### src/rtl/reg_write_arbiter.sv
// Round-robin arbiter merging ALU and load-unit writebacks onto the single
// reg_file write port, with a one-entry bypass and a contention counter.
module reg_write_arbiter #(
  parameter int DATA_W = 32,
  parameter int ADDR_W = 5
) (
  input  logic              clk,
  input  logic              rst_n,
  input  logic              freeze,
  input  logic              alu_valid,
  input  logic [ADDR_W-1:0] alu_rd,
  input  logic [DATA_W-1:0] alu_data,
  output logic              alu_ready,
  input  logic              lsu_valid,
  input  logic [ADDR_W-1:0] lsu_rd,
  input  logic [DATA_W-1:0] lsu_data,
  output logic              lsu_ready,
  output logic              regwrite,
  output logic [ADDR_W-1:0] write_reg,
  output logic [DATA_W-1:0] write_data,
  input  logic [ADDR_W-1:0] read_reg1,
  input  logic [ADDR_W-1:0] read_reg2,
  output logic              fwd1_hit,
  output logic [DATA_W-1:0] fwd1_data,
  output logic              fwd2_hit,
  output logic [DATA_W-1:0] fwd2_data,
  output logic [15:0]       conflict_cnt
);

  typedef enum logic {
    PTR_ALU = 1'b0,
    PTR_LSU = 1'b1
  } rr_ptr_t;

  rr_ptr_t           rr_ptr;
  logic              contend;
  logic              accept;
  logic [ADDR_W-1:0] sel_rd;
  logic [DATA_W-1:0] sel_data;

  assign contend = alu_valid && lsu_valid && !freeze;

  // Ready is gated by rst_n so nothing is acknowledged while held in reset.
  always_comb begin
    alu_ready = 1'b0;
    lsu_ready = 1'b0;
    if (rst_n && !freeze) begin
      if (contend) begin
        alu_ready = (rr_ptr == PTR_ALU);
        lsu_ready = (rr_ptr == PTR_LSU);
      end else begin
        alu_ready = alu_valid;
        lsu_ready = lsu_valid;
      end
    end
  end

  always_comb begin
    accept   = 1'b0;
    sel_rd   = '0;
    sel_data = '0;
    if (alu_valid && alu_ready) begin
      accept   = 1'b1;
      sel_rd   = alu_rd;
      sel_data = alu_data;
    end else if (lsu_valid && lsu_ready) begin
      accept   = 1'b1;
      sel_rd   = lsu_rd;
      sel_data = lsu_data;
    end
  end

  // Writes to r0 are accepted but leave the write port registers untouched.
  always_ff @(posedge clk or negedge rst_n) begin
    if (!rst_n) begin
      regwrite   <= 1'b0;
      write_reg  <= '0;
      write_data <= '0;
    end else begin
      regwrite <= accept && (sel_rd != '0);
      if (accept && (sel_rd != '0)) begin
        write_reg  <= sel_rd;
        write_data <= sel_data;
      end
    end
  end

  always_ff @(posedge clk or negedge rst_n) begin
    if (!rst_n) begin
      rr_ptr       <= PTR_LSU;
      conflict_cnt <= '0;
    end else if (contend) begin
      rr_ptr <= (rr_ptr == PTR_LSU) ? PTR_ALU : PTR_LSU;
      if (conflict_cnt != '1) begin
        conflict_cnt <= conflict_cnt + 16'd1;
      end
    end
  end

  always_comb begin
    fwd1_hit  = rst_n && regwrite && (read_reg1 == write_reg) && (write_reg != '0);
    fwd2_hit  = rst_n && regwrite && (read_reg2 == write_reg) && (write_reg != '0);
    fwd1_data = fwd1_hit ? write_data : '0;
    fwd2_data = fwd2_hit ? write_data : '0;
  end

endmodule

### config.mk
export PLATFORM = sky130hd
export DESIGN_NAME = reg_write_arbiter
export DESIGN_NICKNAME = d
export VERILOG_FILES = /design/src/rtl/reg_write_arbiter.sv
export SDC_FILE = /design/constraint.sdc
export NUM_CORES = 1
export LEC_CHECK = 0
export CAP_MARGIN = 20
export CORE_AREA = 2 2 82 84
export DETAILED_ROUTE_END_ITERATION = 6
export DIE_AREA = 0 0 84 86
export DONT_BUFFER_PORTS = 1
export HOLD_SLACK_MARGIN = 0.15
export PLACE_DENSITY = 0.74
export SLEW_MARGIN = 20
export SYNTH_ARGS = -nofsm -noshare
export SYNTH_HDL_FRONTEND = slang
export SYNTH_SLANG_ARGS = --single-unit
export TNS_END_PERCENT = 5
### constraint.sdc
create_clock -name clk -period 3.9 [get_ports clk]
set_clock_uncertainty 0.15 [all_clocks]
set_input_delay 0.585 -clock clk [delete_from_list [all_inputs] [get_ports clk]]
set_output_delay 0.585 -clock clk [all_outputs]
set_load 0.03 [all_outputs]
==> results.md <==
* Status: completed
* Total power at 0.00170 W
* Clock Path Buffers at 2
* Final instance area at 3500 sq um
* Fraction of layout cells with a size suffix above 1 at 17.4%
* Post_cts resized at 0
* Area contributors post-synth: dfrtp_1 41%, and2_1 12%, mux2_4 11%
* Clock transition at path regs at 0.10 ns
* Via count at 2397
* Initial antenna violation count at 0
* Worst R2R Start: conflict_cnt[0]
* P_leak at 1.61 nW
* Sequential fraction of the synthesis area at 41.7%
* Number of antenna cells inserted at 0
* Largest family of logic cells by synthesized area: simple AND/OR/NAND/NOR gates
* Required @ worst endpoint at 3.16 ns
* H-tree lvl count at 2
* Crit path time final at 3.10 ns
* Hold/Removal Path Class: in -> reg
* Vias in the first global route at 2253
* Post-CTS Setup Repair Bufs at 0
* R2r endpoint: conflict_cnt[1]
* Total gr overflow at 0
* Distinct cells, synth at 37
* First-pass GRT wire length at 11800 um
* CTS tree: yes
* Synthesis warning total at 0
* Setup WS post-layout at 0.802 ns
* Setup TNS at 0 ns
* Seq cells post-synth at 55
* Die ar. at 7220 sq um
* Mean area per synthesized cell at 10.8 sq um
* Final setup viols at 0
* Crit Path Max Fanout at 33
* Post-Place Worst Slack at 1.13 ns
* Post-Synth XOR/XNOR Area at 6.36%
* Hold path cells at 2
* Pwr dens at 485 nW/um^2
* Slew margin rel. at 44.3%
* Synth Area in Simple Gates at 19.9%
* Largest net degree at the start of global routing at 56
* Synthesized netlist cell count at 305
* Multi-input gate area at 1810 sq um
* Syn_nets at 395
* Via-per-instance ratio at 6.38
* Post-synthesis mux area share at 14.4%
* DRT iter0 DRCs at 74
* Latest clock arrival within the worst-skew pair at 0.30 ns
* Placed Area at 3360 sq um
* Post-synth top area cell: dfrtp_1
* Num rows at 29
* Nets at 389
* Residual DRC at 0
* Final Routed Wirelength at 7930 um
* Hold Fails Final Rpt at 0
* Pin slew with the least headroom to its limit at 0.830 ns
* Die W at 84 um
* Peak VDD IR at 0.388 mV
* Critical path class: reg -> out
* CP startpoint kind: register
* Fmax at 323 MHz
* Fin crit share at 79.4%
* Hold Path Sink: write_reg[1]
* CTS Sinks at 55
* Largest register FFs at 32
* FF-to-FF path depth at 5
* Area fraction of the dominant cell type after synthesis at 40.9%
* Die height at 86 um
* Unrepaired setup endpoints after global routing: false
* Root Buffer: clkbuf_8
* Synth-to-layout area growth at 6.10%
* Post-DR wirelength/cell at 21.1 um
* Gr usage total at 20.7%
* Drt pass-1 iters at 4
* Arr. time, crit path at 2.36 ns
* HP Start: alu_rd[1]
* CTS buffer count at 5
* IO Port Bufs at 0
* Number of max-cap violations at 0
* Post-DRT Antenna Nets at 0
* Starting density of the core at 52.6%
* Placed insts at 367
* Post-synthesis compound-gate area fraction at 12.6%
* Io pins at 211
* Commonest non-fill, non-tap cell in the layout: and2_1
* Fin. max-slew vios at 0
* Fillers at 542
* DP Wirelength at 5710 um
* Adder-cell share of the synthesized area at 0.379%
* GP Congestion at 0.848
* Flop-to-flop setup slack at 1.37 ns
* Crit. End Element: output port
* Sequential Area at 1380 sq um
* Commonest cells after routing, fill and taps aside: 64 x and2_1, 54 x dfrtp_1, 32 x a22o_1
* Post-synthesis instance area at 3300 sq um
* Finished Layout Cells at 376
* Core footprint at 6280 sq um
repair_timing:
item	in CTS	in global routing
hold endpoints to repair	55	0
hold buffers	2	0
endpoints found under the setup margin	0	0
cell type report:
cell class	count	share of cell area, %
clock buffer	6	2.07
inverter	8	0.857
sequential	55	39.3
timing repair buffer	7	2.50
clock inverter	1	0.857
tap	77	2.75
multi-input combinational	222	51.7
kinds of logic after synthesis:
family / count (synthesis)
simple gates: 110
flops: 55
compound gates: 53
mux: 34
buf+inv: 28
xor+xnor: 24
fa+ha+maj: 1
cell usage after synthesis (all sizes together):
master and number:
and2 64, dfrtp 54, mux2 34, a22o 33, xor2 16, clkbuf 15
inv 8, xnor2 8, a21oi 7, nand2 7, nand3 7, nor3 6
nor4 6, buf 5, nand4 5, a22oi 4, o21ai 4, and3 3
or4 3, nor2 2, or2 2, a211oi 1, a21boi 1, a221o 1
a221oi 1, and3b 1, dfstp 1, ha 1, nand3b 1, nor2b 1
nor3b 1, o211ai 1, or3 1
worst max-delay path, stage by stage, from the launching register on:
cell	delay, ns
dfrtp_1	0.55
or4_1	0.57
o211ai_1	0.28
nor4_2	0.09
buf_4	0.25
and2_1	0.31
how the worst max path moves through the flow:
stage / start / to / slack [ns]
global route: write_reg[1] / fwd1_data[6] / 0.70
detailed placement: write_reg[2] / fwd1_data[14] / 1.13
global placement: write_reg[1] / fwd2_data[4] / 1.18
CTS: write_reg[2] / fwd1_data[14] / 0.79
finish: write_reg[1] / fwd2_data[7] / 0.80
floorplan: write_reg[1] / fwd2_data[22] / 0.99
metrics by stage:
| step | utilization (%) | hold WS, ns |
|---|---|---|
| 4_1_cts | 55.8 | 0.264 |
| 5_1_grt | 55.8 | 0.279 |
| 3_3_place_gp | 53.6 | 0.140 |
| 3_5_place_dp | 53.6 | 0.140 |
| 2_1_floorplan | - | 0.139 |
| 6_report | 55.8 | 0.273 |
power by group:
group	leakage, nW	internal, W	switching, W	total [W]
logic	0.831	0.000174	0.000141	0.000315
clock network	0.0513	0.000189	0.000174	0.000362
registers	0.731	0.000674	0.000350	0.00102
metal layers:
metal / routed length (um) / GRT usage [%] / part of all wire (%) / vias to the layer above
met5: 0 / 0 / 0 / -
met4: 72 / 4.84 / 0.91 / 0
met3: 560 / 4.33 / 7.1 / 6
met2: 4160 / 35.6 / 52 / 122
met1: 3130 / 27.0 / 40 / 1205
li1: - / - / - / 1064
No activity file was read; power rests on OpenSTA's default activity.
